===== src/rtl/serial_ctrl_pkg.sv =====
// ============================================================================
// Module   : serial_ctrl_pkg
// Brief    : Shared FSM state type and default width for the serial frame path.
// Revision : 1.0
// ============================================================================
`default_nettype none

package serial_ctrl_pkg;

    localparam int SFC_WIDTH = 8;

    typedef enum logic [1:0] {
        IDLE  = 2'd0,
        SHIFT = 2'd1,
        LOAD  = 2'd2
    } sfc_state_t;

endpackage : serial_ctrl_pkg

`default_nettype wire


===== src/rtl/serial_shifter.sv =====
// ============================================================================
// Module   : serial_shifter
// Brief    : WIDTH-bit left shifter with enable and synchronous clear.
// Revision : 1.0
// ============================================================================
`default_nettype none

module serial_shifter #(
    parameter int WIDTH = 8
) (
    input  logic             clk,
    input  logic             reset,
    input  logic             clr_i,
    input  logic             en_i,
    input  logic             bit_i,
    output logic [WIDTH-1:0] word_o
);

    logic [WIDTH-1:0] word_q;
    logic [WIDTH-1:0] word_d;

    // Clear wins over enable so a restart strobe never shifts a bit in.
    always_comb begin
        word_d = word_q;
        if (clr_i) begin
            word_d = '0;
        end else if (en_i) begin
            word_d = {word_q[WIDTH-2:0], bit_i};
        end
    end

    always_ff @(posedge clk) begin
        if (!reset) begin
            word_q <= '0;
        end else begin
            word_q <= word_d;
        end
    end

    assign word_o = word_q;

endmodule : serial_shifter

`default_nettype wire


===== src/rtl/serial_frame_controller.sv =====
// ============================================================================
// Module   : serial_frame_controller
// Brief    : Framed serial-to-parallel capture with valid/ready output and overrun flag.
// Revision : 1.0
// ============================================================================
`default_nettype none

module serial_frame_controller
    import serial_ctrl_pkg::*;
#(
    parameter int WIDTH = SFC_WIDTH
) (
    input  logic                       clk,
    input  logic                       reset,
    input  logic                       data,
    input  logic                       bit_valid,
    input  logic                       frame_start,
    input  logic                       byte_ready,
    output logic [WIDTH-1:0]           byte_out,
    output logic                       byte_valid,
    output logic                       busy,
    output logic [$clog2(WIDTH+1)-1:0] bit_count,
    output logic                       overrun
);

    localparam int                 CNT_W      = $clog2(WIDTH + 1);
    localparam logic [CNT_W-1:0]   c_LAST_BIT = CNT_W'(WIDTH - 1);

    sfc_state_t       state_q, state_d;
    logic [CNT_W-1:0] cnt_q, cnt_d;
    logic [WIDTH-1:0] out_q, out_d;
    logic             valid_q, valid_d;
    logic             ovr_q, ovr_d;
    logic             w_sh_clr;
    logic             w_sh_en;
    logic [WIDTH-1:0] w_sh_word;

    serial_shifter #(
        .WIDTH (WIDTH)
    ) u_shifter (
        .clk    (clk),
        .reset  (reset),
        .clr_i  (w_sh_clr),
        .en_i   (w_sh_en),
        .bit_i  (data),
        .word_o (w_sh_word)
    );

    always_comb begin
        state_d  = state_q;
        cnt_d    = cnt_q;
        out_d    = out_q;
        valid_d  = valid_q & ~byte_ready;
        ovr_d    = ovr_q;
        w_sh_clr = 1'b0;
        w_sh_en  = 1'b0;

        case (state_q)
            SHIFT: begin
                if (!frame_start && bit_valid) begin
                    w_sh_en = 1'b1;
                    cnt_d   = cnt_q + CNT_W'(1);
                    if (cnt_q == c_LAST_BIT) begin
                        state_d = LOAD;
                    end
                end
            end
            LOAD: begin
                // A completed word is delivered even if a restart arrives in this cycle.
                if (!valid_q || byte_ready) begin
                    out_d   = w_sh_word;
                    valid_d = 1'b1;
                end else begin
                    ovr_d = 1'b1;
                end
                state_d = IDLE;
                cnt_d   = '0;
            end
            default: begin
            end
        endcase

        if (frame_start) begin
            state_d  = SHIFT;
            cnt_d    = '0;
            w_sh_clr = 1'b1;
        end
    end

    always_ff @(posedge clk) begin
        if (!reset) begin
            state_q <= IDLE;
            cnt_q   <= '0;
            out_q   <= '0;
            valid_q <= 1'b0;
            ovr_q   <= 1'b0;
        end else begin
            state_q <= state_d;
            cnt_q   <= cnt_d;
            out_q   <= out_d;
            valid_q <= valid_d;
            ovr_q   <= ovr_d;
        end
    end

    assign byte_out   = out_q;
    assign byte_valid = valid_q;
    assign busy       = (state_q != IDLE);
    assign bit_count  = cnt_q;
    assign overrun    = ovr_q;

endmodule : serial_frame_controller

`default_nettype wire

===== config.mk =====
export PLATFORM = sky130hd
export DESIGN_NAME = serial_frame_controller
export DESIGN_NICKNAME = d
export VERILOG_FILES = /design/src/rtl/serial_ctrl_pkg.sv /design/src/rtl/serial_shifter.sv /design/src/rtl/serial_frame_controller.sv
export SDC_FILE = /design/constraint.sdc
export NUM_CORES = 1
export LEC_CHECK = 0
export CAP_MARGIN = 20
export CELL_PAD_IN_SITES_DETAIL_PLACEMENT = 0
export CELL_PAD_IN_SITES_GLOBAL_PLACEMENT = 1
export CORE_ASPECT_RATIO = 1.2
export CORE_MARGIN = 2
export CORE_UTILIZATION = 36
export DETAILED_ROUTE_END_ITERATION = 10
export PLACE_DENSITY_LB_ADDON = 0.1
export SLEW_MARGIN = 20
export SYNTH_ARGS = -nofsm -noshare
export SYNTH_HDL_FRONTEND = slang
export SYNTH_SLANG_ARGS = --single-unit

===== constraint.sdc =====
create_clock -name clk -period 1.28 [get_ports clk]
set_clock_uncertainty 0.1 [all_clocks]
set_input_delay 0.128 -clock clk [delete_from_list [all_inputs] [get_ports clk]]
set_output_delay 0.128 -clock clk [all_outputs]
set_load 0.005 [all_outputs]

# --- Word level (Yosys, flattened, before mapping) ---
# Index checks and enable logic that the tools add are counted.
op_classes:
  add_sub_neg: 1
  eq_ne: 7
  mux: 11
  bitwise: 4
  n_reduce_logical: 14
ops:
  columns: ["op", "n"]
  rows:
  - ["$pmux W4 S2", 1]
  - ["$mux W1", 6]
  - ["$ne A3 B3 Y1 const B", 2]
  - ["$reduce_and A2 Y1", 3]
  - ["$reduce_and A3 Y1", 2]
  - ["$add A4 B1 Y4 const B", 1]
  - ["$eq A4 B3 Y1 const B", 1]
  - ["$mux W2", 2]
  - ["$mux W4", 1]
  - ["$ne A2 B2 Y1 const B", 2]
  - ["$pmux W2 S2", 1]
  - ["$reduce_bool A2 Y1", 2]
  - ["$reduce_or A2 Y1", 2]
  - ["$not A1 Y1", 3]
  - ["$reduce_bool A3 Y1", 1]
  - ["$eq A2 B1 Y1 const B", 1]
  - ["$eq A2 B2 Y1 const B", 1]
  - ["$logic_not A1 Y1", 2]
  - ["$and A1 B1 Y1", 1]
  - ["$logic_and A1 B1 Y1", 1]
  - ["$logic_or A1 B1 Y1", 1]
totals:
  ff_bits: 24
  inputBits: 6

# --- Longest topological paths before layout ---
# Gate-level depths: netlist of run 1.
depth:
  word_depth: 5
  ltp_mapped: 4
  depth_no_buf: 4

# --- Cells and area by module ---
# Synthesis of run 1 repeated with hierarchy kept, for this count alone.
unflattened:
  hier_cells: 106
  area_unflattened_um2: 1019.7
modules_own_cells:
  columns: ["mod", "n_inst", "cells_each", "area_each_um2", "seq_area_each_um2"]
  rows:
  - ["serial_frame_controller", 1, 79, 726.9, 320.3]
  - ["serial_shifter", 1, 27, 292.8, 160.2]

# --- Worst setup path after synthesis of run 1 ---
# Ideal clock, no wire load.
synth_path:
  kind: "reg2reg"
  from: "register cnt_q[0], in the netlist bit_count[0]"
  to: "register cnt_q[2], in the netlist bit_count[2]"
  setup_ns: 0.070
  arrival_ns: 1.038
  required_ns: 1.110
  path_slack_ns: 0.072
  stages_incl_launch_ff: 5
  path_buffers: 0
  period_less_slack_ns: 1.208
  cell_sequence: "dfxtp_1 > ha_1 > inv_1 > or3_1 > a21oi_1"
synth_between:
  elab_chain_len: 3
synth_rtl:
  columns: ["element", "line", "source"]
  rows:
  - ["from (decl)", "serial_frame_controller.sv:30", "logic [CNT_W-1:0] cnt_q, cnt_d;"]
  - ["from (signal assigned)", "serial_frame_controller.sv:99", "cnt_q <= cnt_d;"]
  - ["$add A4 B1 Y4", "serial_frame_controller.sv:62", "cnt_d = cnt_q + CNT_W'(1);"]
  - ["$mux W4", "serial_frame_controller.sv:60", "if (!frame_start && bit_valid) begin"]
  - ["$pmux W4 S2", "serial_frame_controller.sv:58", "case (state_q)"]
# No other way between the ends. The select of a mux whose other input is x is not followed.
# A chain may end at the register's enable or synchronous reset.

# --- Worst setup path after layout of run 1 ---
# Ends and elaborated chain as after synthesis.

==> results of run 1 <==
final cells by class:
class / count / area, µm²
Inverter: 1 / 3.75
Tap cell: 33 / 41.3
Clock inverter: 1 / 30.0
Multi-Input combinational cell: 78 / 577
Timing Repair Buffer: 40 / 348
Fill cell: 242 / 1030
Sequential cell: 24 / 500
Clock buffer: 3 / 22.5
synth_stat cells:
cell	instances
dfxtp_1	24
nand2_1	19
a21oi_1	13
o21ai_0	10
nand3_1	9
a21boi_1	8
nand2b_1	3
buf_2	2
buf_4	2
clkbuf_1	2
nor2b_1	2
or3_1	2
a21boi_0	1
and2b_2	1
and4bb_1	1
clkbuf_8	1
ha_1	1
inv_1	1
nand2b_4	1
nand4b_1	1
nand4bb_1	1
nor2_1	1
o211a_1	1
or2_2	1
xnor2_1	1
critical path, stage by stage (launching register included):
cell     delay (ns)
dfxtp_2        0.36
buf_6          0.10
ha_4           0.12
inv_2          0.03
or3_1          0.38
a21oi_1        0.14
flip-flops by register name, indices dropped and copies added (netlist names):
name / count
state_q: 2
u_shifter.word_o: 8
byte_out: 8
overrun: 1
bit_count: 4
byte_valid: 1
metal layers:
metal	share of wire	vias up	routed length, µm
met5	0	-	0
met4	0.0040	0	9
met3	0.025	2	57
met2	0.51	13	1160
met1	0.46	426	1040
li1	-	450	-
repair_timing:
item,CTS,global route
gates resized for setup,38,39
endpoints found under the setup margin,24,22
pin swaps,1,17
setup buffers,7,4
gates cloned,1,0
cells in the final DEF, fill, tap and decap left out, types with 2 or more instances in the layout:
master           count
dfxtp_2             16
buf_4               16
nand2_1             13
dlygate4sd2_1       13
dfxtp_1              8
a21oi_1              7
a21oi_2              6
o21ai_0              5
o21ai_1              5
a21boi_1             5
nand3_1              5
clkdlybuf4s50_1      5
nand3_2              4
nand2_4              3
nand2_2              3
a21boi_2             3
clkbuf_4             3
buf_6                3
nand2b_1             2
or3_1                2
worst min path at each step:
stage                        startpoint                   to  slack, ns  depth (start not counted)
global placement    u_shifter.word_o[7]  u_shifter.word_o[7]       0.35                          2
finish                             data  u_shifter.word_o[0]       0.26                          3
CTS                                data  u_shifter.word_o[0]       0.23                          3
detailed placement  u_shifter.word_o[7]  u_shifter.word_o[7]       0.36                          2
floorplan                          data  u_shifter.word_o[0]       0.16                          2
global route                       data  u_shifter.word_o[0]       0.28                          3
power breakdown:
group | switching [mW] | internal (mW) | total (mW) | leakage [nW]
clock | 0.231 | 0.316 | 0.547 | 0.0279
sequential | 0.00241 | 0.750 | 0.753 | 0.202
combinational | 0.0423 | 0.0646 | 0.107 | 0.396
cell families (layout without fill, tap and decap cells):
logic type      count (synthesis)  in the layout  share of synthesized area
flops                          24             24                      0.495
buf+inv                         8             45                     0.0516
xor+xnor                        1              1                    0.00903
fa+ha+maj                       1              1                     0.0129
simple gates                   42             43                      0.232
compound gates                 33             33                      0.199
through the flow:
stage / total power, mW / hold WS (ns) / TNS, ns / utilization
global placement: 0.845 / 0.351 / -3.01 / 0.486
global route: 1.46 / 0.277 / -0.287 / 0.597
finish: 1.41 / 0.259 / -0.0139 / 0.597
detailed placement: 0.846 / 0.365 / -3.20 / 0.486
floorplan: 0.806 / 0.161 / 0 / -
CTS: 1.40 / 0.229 / -0.0946 / 0.545
==> flow_metrics.env, run 1 <==
export IMPL_finalHoldViolCount=0
export IMPL_power_density_nw_per_um2=924
export IMPL_cp_max_fo=3
export IMPL_drt_initial_drc_count=15
export IMPL_max_cap_violations=0
export IMPL_r2r_end="bit_count[2]"
export IMPL_grt_max_degree=15
export IMPL_synth_top_cell_by_area="dfxtp_1"
export IMPL_preCtsSetupSlack_ns=-0.225
export IMPL_final_cells=180
export IMPL_track_usage=0.157
export IMPL_synth_top_cell_area_share=0.495
export IMPL_setup_viol=1
export IMPL_place_congestion=0.706
export IMPL_clk_path_buf_depth=2
export IMPL_clk_latency_ns=0.31
export IMPL_hpwl_mm=1.45
export IMPL_diodes=0
export IMPL_max_freq_mhz=773
export IMPL_antenna_found_initial=0
export IMPL_port_buffers=20
export IMPL_maxSlewHeadroom=0.754
export IMPL_synth_avg_cell_area_um2=8.90
export IMPL_antenna_left=0
export IMPL_finalWirelength_mm=2.27
export IMPL_coreArea_um2=2550
export IMPL_hold_class="input port to flop"
export IMPL_r2r_cells=5
export IMPL_numCtsBuffers=3
export IMPL_violations="negative setup slack"
export IMPL_rsz0062_at_grt="true"
export IMPL_ctsHtreeMaxLevel=1
export IMPL_crit_start="bit_count[0]"
export IMPL_min_period_ns=1.29
export IMPL_start_kind="flop"
export IMPL_grt_pass1_wl_mm=3.71
export IMPL_dieArea_um2=3130
export IMPL_layout_drive_gt1_share=0.483
export IMPL_fin_crit_sh=1.01
export IMPL_grt_pass1_vias=807
export IMPL_worstReg2RegStart="bit_count[0]"
export IMPL_clock_root_buffer="clkbuf_4"
export IMPL_via_count=891
export IMPL_globalRouteMet2Util=0.253
export IMPL_r2r_slack_ns=-0.01
export IMPL_place_inst=165
export IMPL_setup_ws_ns=-0.0139
export IMPL_cts_tree="built"
export IMPL_synthesis_area_um2=970
export IMPL_yosys_warnings=0
export IMPL_synthCells=109
export IMPL_dpl_cell_area_um2=1240
export IMPL_drtPass1Iterations=4
export IMPL_std_cell_rows=20
export IMPL_grt_use_met1=0.212
export IMPL_ir_worst_vdd_v=0.000592
export IMPL_worstPathRequired_ns=1.43
export IMPL_nets=155
export IMPL_slew_violations=0
export IMPL_cts_hold_buffers=0
export IMPL_syn_num_nets=116
export IMPL_fin_area_um2=1520
export IMPL_clkSinkCount=24
export IMPL_synth_area_top_cells="dfxtp_1 50%, nand2_1 7.4%, a21oi_1 6.7%, a21boi_1 6.2%, o21ai_0 5.2%"
export IMPL_leakage_nw=0.626
export IMPL_via_per_inst=4.95
export IMPL_path_clk_slew_ns=0.13
export IMPL_endpoint="bit_count[2]"
export IMPL_initial_core_util=0.380
export IMPL_crit_type="flop to flop"
export IMPL_critPathArrivalTime_ns=1.45
export IMPL_avgRoutedWirePerCell_um=12.6
export IMPL_die_w_um=51.4
export IMPL_grt_busiest_layer="met2"
export IMPL_worst_pin_slew_ns=0.367
export IMPL_seq_area_frac_synth=0.495
export IMPL_fp_dieH_um=60.9
export IMPL_grt_ovfl_total=0
export IMPL_io_pins=21
export IMPL_ys_ff_latch=24
export IMPL_drc=0
export IMPL_area_growth_pct=57.0
export IMPL_post_synth_num_cell_types=25
export IMPL_end_kind="flop"
export IMPL_met3_usage=0.0222
export IMPL_status="finished, violations left"
No activity file was read; power rests on OpenSTA's default activity.
==> run 2: changes to the inputs <==
--- a/config.mk
+++ b/config.mk
@@ -9,7 +9,7 @@
 export CELL_PAD_IN_SITES_DETAIL_PLACEMENT = 0
 export CELL_PAD_IN_SITES_GLOBAL_PLACEMENT = 1
 export CORE_ASPECT_RATIO = 1.2
-export CORE_MARGIN = 2
+export CORE_MARGIN = 10
 export CORE_UTILIZATION = 36
 export DETAILED_ROUTE_END_ITERATION = 10
 export PLACE_DENSITY_LB_ADDON = 0.1
==> flow_metrics.env, run 2 (synthesis results as in run 1) <==
export IMPL_status="finished, violations left"
export IMPL_violations="negative setup slack"
export IMPL_min_period_ns=1.30
export IMPL_grt_pass1_vias=827
export IMPL_leakage_nw=0.558
export IMPL_power_density_nw_per_um2=892
export IMPL_setup_ws_ns=-0.0160
export IMPL_max_cap_violations=0
export IMPL_max_freq_mhz=772
export IMPL_place_congestion=0.706
export IMPL_cts_tree="built"
export IMPL_port_buffers=20
export IMPL_clkSinkCount=24
export IMPL_clk_path_buf_depth=2
export IMPL_area_growth_pct=44.8
export IMPL_place_inst=167
export IMPL_numCtsBuffers=3
export IMPL_coreArea_um2=2550
export IMPL_grt_max_degree=14
export IMPL_drtPass1Iterations=4
export IMPL_maxSlewHeadroom=0.864
export IMPL_worst_pin_slew_ns=0.203
export IMPL_layout_drive_gt1_share=0.345
export IMPL_multi_input_area_um2=495
export IMPL_slew_violations=0
export IMPL_drt_initial_drc_count=29
export IMPL_worstReg2RegStart="state_q[0]"
export IMPL_final_common_cell="nand2_1"
export IMPL_clock_root_buffer="clkbuf_4"
export IMPL_final_cells=178
export IMPL_die_w_um=67.4
export IMPL_cts_hold_buffers=0
export IMPL_crit_type="flop to primary output"
export IMPL_start_kind="flop"
export IMPL_dieArea_um2=5180
export IMPL_fin_crit_sh=1.01
export IMPL_register_area_um2=498
export IMPL_min_from="data"
export IMPL_fillers=275
export IMPL_hpwl_mm=1.66
export IMPL_hold_class="input port to flop"
export IMPL_endpoint="busy"
export IMPL_end_kind="primary output"
export IMPL_finalWirelength_mm=2.40
export IMPL_antenna_left=0
export IMPL_fp_dieH_um=76.9
export IMPL_initial_core_util=0.380
export IMPL_r2r_cells=4
export IMPL_via_count=899
export IMPL_r2r_slack_ns=0
export IMPL_fin_area_um2=1400
export IMPL_clk_latency_ns=0.31
export IMPL_diodes=0
export IMPL_crit_start="state_q[0]"
export IMPL_io_pins=21
export IMPL_avgRoutedWirePerCell_um=13.5
export IMPL_critPathArrivalTime_ns=1.07
export IMPL_track_usage=0.0934
export IMPL_drc=0
export IMPL_ctsHtreeMaxLevel=1
export IMPL_std_cell_rows=20
export IMPL_antenna_found_initial=0
export IMPL_worstPathRequired_ns=1.05
export IMPL_via_per_inst=5.05
export IMPL_cp_max_fo=3
export IMPL_dpl_cell_area_um2=1250
export IMPL_grt_ovfl_total=0
export IMPL_rsz0062_at_grt="true"
export IMPL_setup_viol=2
export IMPL_grt_pass1_wl_mm=3.85
export IMPL_finalHoldViolCount=0
export IMPL_path_clk_slew_ns=0.14
export IMPL_r2r_end="bit_count[3]"
export IMPL_ir_worst_vdd_v=0.000490
export IMPL_nets=153
export IMPL_layout_common_cells="19 x nand2_1, 17 x buf_4, 14 x dfxtp_2, 13 x dlygate4sd2_1"
run 2: worst min-delay path by stage:
stage / end / depth (start not counted) / slack, ns
floorplan: u_shifter.word_o[0] / 2 / 0.16
global placement: u_shifter.word_o[7] / 2 / 0.35
detailed placement: u_shifter.word_o[7] / 2 / 0.35
CTS: u_shifter.word_o[0] / 3 / 0.24
global route: u_shifter.word_o[0] / 3 / 0.23
finish: u_shifter.word_o[0] / 3 / 0.25
run 2: routing by layer:
layer | routed length (µm) | up-vias | GRT usage
met5 | 0 | - | 0
met3 | 157 | 2 | 0.0276
met1 | 1050 | 431 | 0.108
met4 | 17 | 0 | 0.0432
met2 | 1180 | 17 | 0.151
li1 | - | 449 | -
run 2: power by group:
group,leakage (nW),internal [mW],switching [mW]
clock network,0.0210,0.174,0.230
registers,0.200,0.750,0.00267
logic,0.336,0.0574,0.0379
run 2: repair_timing:
| item | in CTS | in global routing |
|---|---|---|
| pin swaps | 2 | 2 |
| endpoints found under the hold margin | 0 | 0 |
| endpoints found under the setup margin | 25 | 20 |
| buffers inserted | 6 | 1 |
| resized for setup | 34 | 18 |
run 2: final cells by class:
cell class,instances,share of cell area
Sequential cell,24,0.355
Multi-Input combinational cell,77,0.353
Timing Repair Buffer,39,0.234
Tap cell,33,0.0294
Clock buffer,4,0.0258
Inverter,1,0.00267
run 2: worst max-delay path: stages (launching register included):
cell      delay, ns
dfxtp_2        0.36
or2_2          0.28
clkbuf_2       0.11
run 2: through the flow:
step	hold slack [ns]	total power [mW]	utilization	setup slack, ns	setup TNS (ns)
after global routing	0.229	1.30	0.550	-0.0568	-0.170
final	0.247	1.25	0.550	-0.0160	-0.0183
after floorplan	0.161	0.806	-	0.0724	0
after CTS	0.235	1.26	0.536	-0.126	-0.126
after global placement	0.349	0.849	0.492	-0.187	-3.02
after detailed placement	0.350	0.851	0.492	-0.229	-3.03
==> run 3: changes to the inputs <==
--- a/config.mk
+++ b/config.mk
@@ -10,7 +10,8 @@
 export CELL_PAD_IN_SITES_GLOBAL_PLACEMENT = 1
 export CORE_ASPECT_RATIO = 1.2
 export CORE_MARGIN = 10
-export CORE_UTILIZATION = 36
+export CORE_UTILIZATION = 39
+export CTS_CLUSTER_DIAMETER = 50
 export DETAILED_ROUTE_END_ITERATION = 10
 export PLACE_DENSITY_LB_ADDON = 0.1
 export SLEW_MARGIN = 20
==> constraint.sdc (replaced) <==
create_clock -name clk -period 1.5 [get_ports clk]
set_clock_uncertainty 0.1 [all_clocks]
set_input_delay 0.15 -clock clk [delete_from_list [all_inputs] [get_ports clk]]
set_output_delay 0.15 -clock clk [all_outputs]
set_load 0.005 [all_outputs]
==> flow_metrics.env, run 3 (synthesis results as in run 1) <==
export IMPL_antenna_found_initial=0
export IMPL_finalWirelength_mm=2.19
export IMPL_ir_worst_vdd_v=0.000648
export IMPL_via_count=821
export IMPL_register_area_um2=494
export IMPL_die_w_um=65.5
export IMPL_area_growth_pct=33.9
export IMPL_hpwl_mm=1.68
export IMPL_port_buffers=20
export IMPL_grt_pass1_wl_mm=3.64
export IMPL_layout_drive_gt1_share=0.170
export IMPL_max_freq_mhz=692
export IMPL_dieArea_um2=4890
export IMPL_rsz0062_at_grt="false"
export IMPL_ctsHtreeMaxLevel=1
export IMPL_final_common_cell="nand2_1"
export IMPL_via_per_inst=4.95
export IMPL_leakage_nw=0.465
export IMPL_fillers=249
export IMPL_grt_ovfl_total=0
export IMPL_fp_dieH_um=74.6
export IMPL_end_kind="primary output"
export IMPL_clk_path_buf_depth=2
export IMPL_power_density_nw_per_um2=898
export IMPL_p_seq_frac=0.549
export IMPL_slowest_delay_ns=0.50
export IMPL_p_int_mw=0.946
export IMPL_clock_root_buffer="clkbuf_4"
export IMPL_place_congestion=0.710
export IMPL_grt_max_degree=15
export IMPL_slowest_stage="clkdlybuf4s50_1"
export IMPL_worst_pin_slew_ns=0.497
export IMPL_track_usage=0.0913
export IMPL_coreArea_um2=2330
export IMPL_setup_ws_ns=0.0550
export IMPL_min_period_ns=1.45
export IMPL_slew_violations=0
export IMPL_start_kind="flop"
export IMPL_hold_class="input port to flop"
export IMPL_io_pins=21
export IMPL_drc=0
export IMPL_setup_tns_ns=0
export IMPL_clk_latency_ns=0.31
export IMPL_path_clk_slew_ns=0.12
export IMPL_nets=143
export IMPL_maxSlewHeadroom=0.668
export IMPL_crit_buf_inv=1
export IMPL_status="complete, no violations"
export IMPL_max_cap_violations=0
export IMPL_grt_pass1_vias=809
export IMPL_diodes=0
export IMPL_drt_initial_drc_count=33
export IMPL_critPathArrivalTime_ns=1.20
export IMPL_cts_tree="built"
export IMPL_multi_input_area_um2=439
export IMPL_preCtsSetupSlack_ns=-0.0543
export IMPL_worstPathRequired_ns=1.25
export IMPL_antenna_left=0
export IMPL_finalHoldViolCount=0
export IMPL_setup_viol=0
export IMPL_fin_crit_sh=0.963
export IMPL_swShare=0.189
export IMPL_layout_common_cells="19 x nand2_1, 18 x clkdlybuf4s50_1, 17 x dfxtp_1, 13 x a21oi_1, 10 x o21ai_0"
export IMPL_cp_max_fo=4
export IMPL_p_comb_frac=0.054
export IMPL_crit_path_cell_trace="clkdlybuf4s50_1"
export IMPL_cp_top_family="buffers and inverters"
export IMPL_drtPass1Iterations=4
export IMPL_power_switching_mw=0.221
export IMPL_clkSinkCount=24
export IMPL_pwr_share_clk=0.397
export IMPL_numCtsBuffers=3
export IMPL_avgRoutedWirePerCell_um=13.2
export IMPL_std_cell_rows=19
export IMPL_crit_type="flop to primary output"
export IMPL_initial_core_util=0.416
run 3: cell count changes in the layout (fill, tap and decap cells not counted), moves of 7 or more:
cell | previous run | this run
buf_4 | 17 | 9
dlygate4sd2_1 | 13 | 0
clkdlybuf4s50_1 | 5 | 18
dfxtp_2 | 14 | 5
dfxtp_1 | 10 | 17
run 3: path summary, 6_finish.rpt:
check / to / slack (ns) / depth (start not counted) / start
min: u_shifter.word_o[0] / 0.28 / 3 / data
min reg2reg: u_shifter.word_o[7] / 0.37 / 2 / u_shifter.word_o[7]
max: bit_count[0] / 0.05 / 1 / bit_count[0]
max reg2reg: byte_out[1] / 0.15 / 4 / state_q[0]
run 3: area by class of cell:
cell class              instances  area share
clock buffers                   3      0.0173
clock inverters                 1      0.0231
inverters                       1     0.00289
multi-input cells              77       0.338
flip-flops and latches         24       0.381
well taps                      31      0.0299
repair buffers                 29       0.208
run 3: timing repair:
item                                    in CTS  in global routing
gates resized for setup                      7                  5
hold buffers                                 0                  0
endpoints found under the hold margin        0                  0
endpoints found under the setup margin       4                  6
setup buffers                                1                  2
run 3: through the flow:
stage,power [mW],std cells,utilization,instance area [µm²],hold WS (ns)
finish,1.17,166,0.557,1300,0.282
global route,1.21,166,0.557,1300,0.304
CTS,1.18,164,0.547,1270,0.295
detailed placement,0.718,159,0.518,1210,0.350
global placement,0.717,159,0.518,1210,0.350
floorplan,0.688,109,-,970,0.183
run 3: power by group through the flow:
stage,Combinational (mW),Sequential (mW),Clock (mW)
after floorplan,0.0306,0.657,0
after global placement,0.0591,0.658,0
after detailed placement,0.0598,0.658,0
after CTS,0.0636,0.642,0.470
after global routing,0.0693,0.641,0.497
final,0.0631,0.640,0.463
run 3: worst register-to-register path, cell delays in order (launching register included):
cell	delay, ns
dfxtp_4	0.36
buf_4	0.14
nand2b_1	0.30
o21ai_0	0.24
a21boi_1	0.09
run 3: routing by layer:
metal  share of wire  track usage  up-vias
li1                -            -      423
met1            0.40       0.0980      380
met2            0.51        0.155       16
met3           0.077       0.0401        2
met4          0.0064       0.0357        0
met5               0            0        -
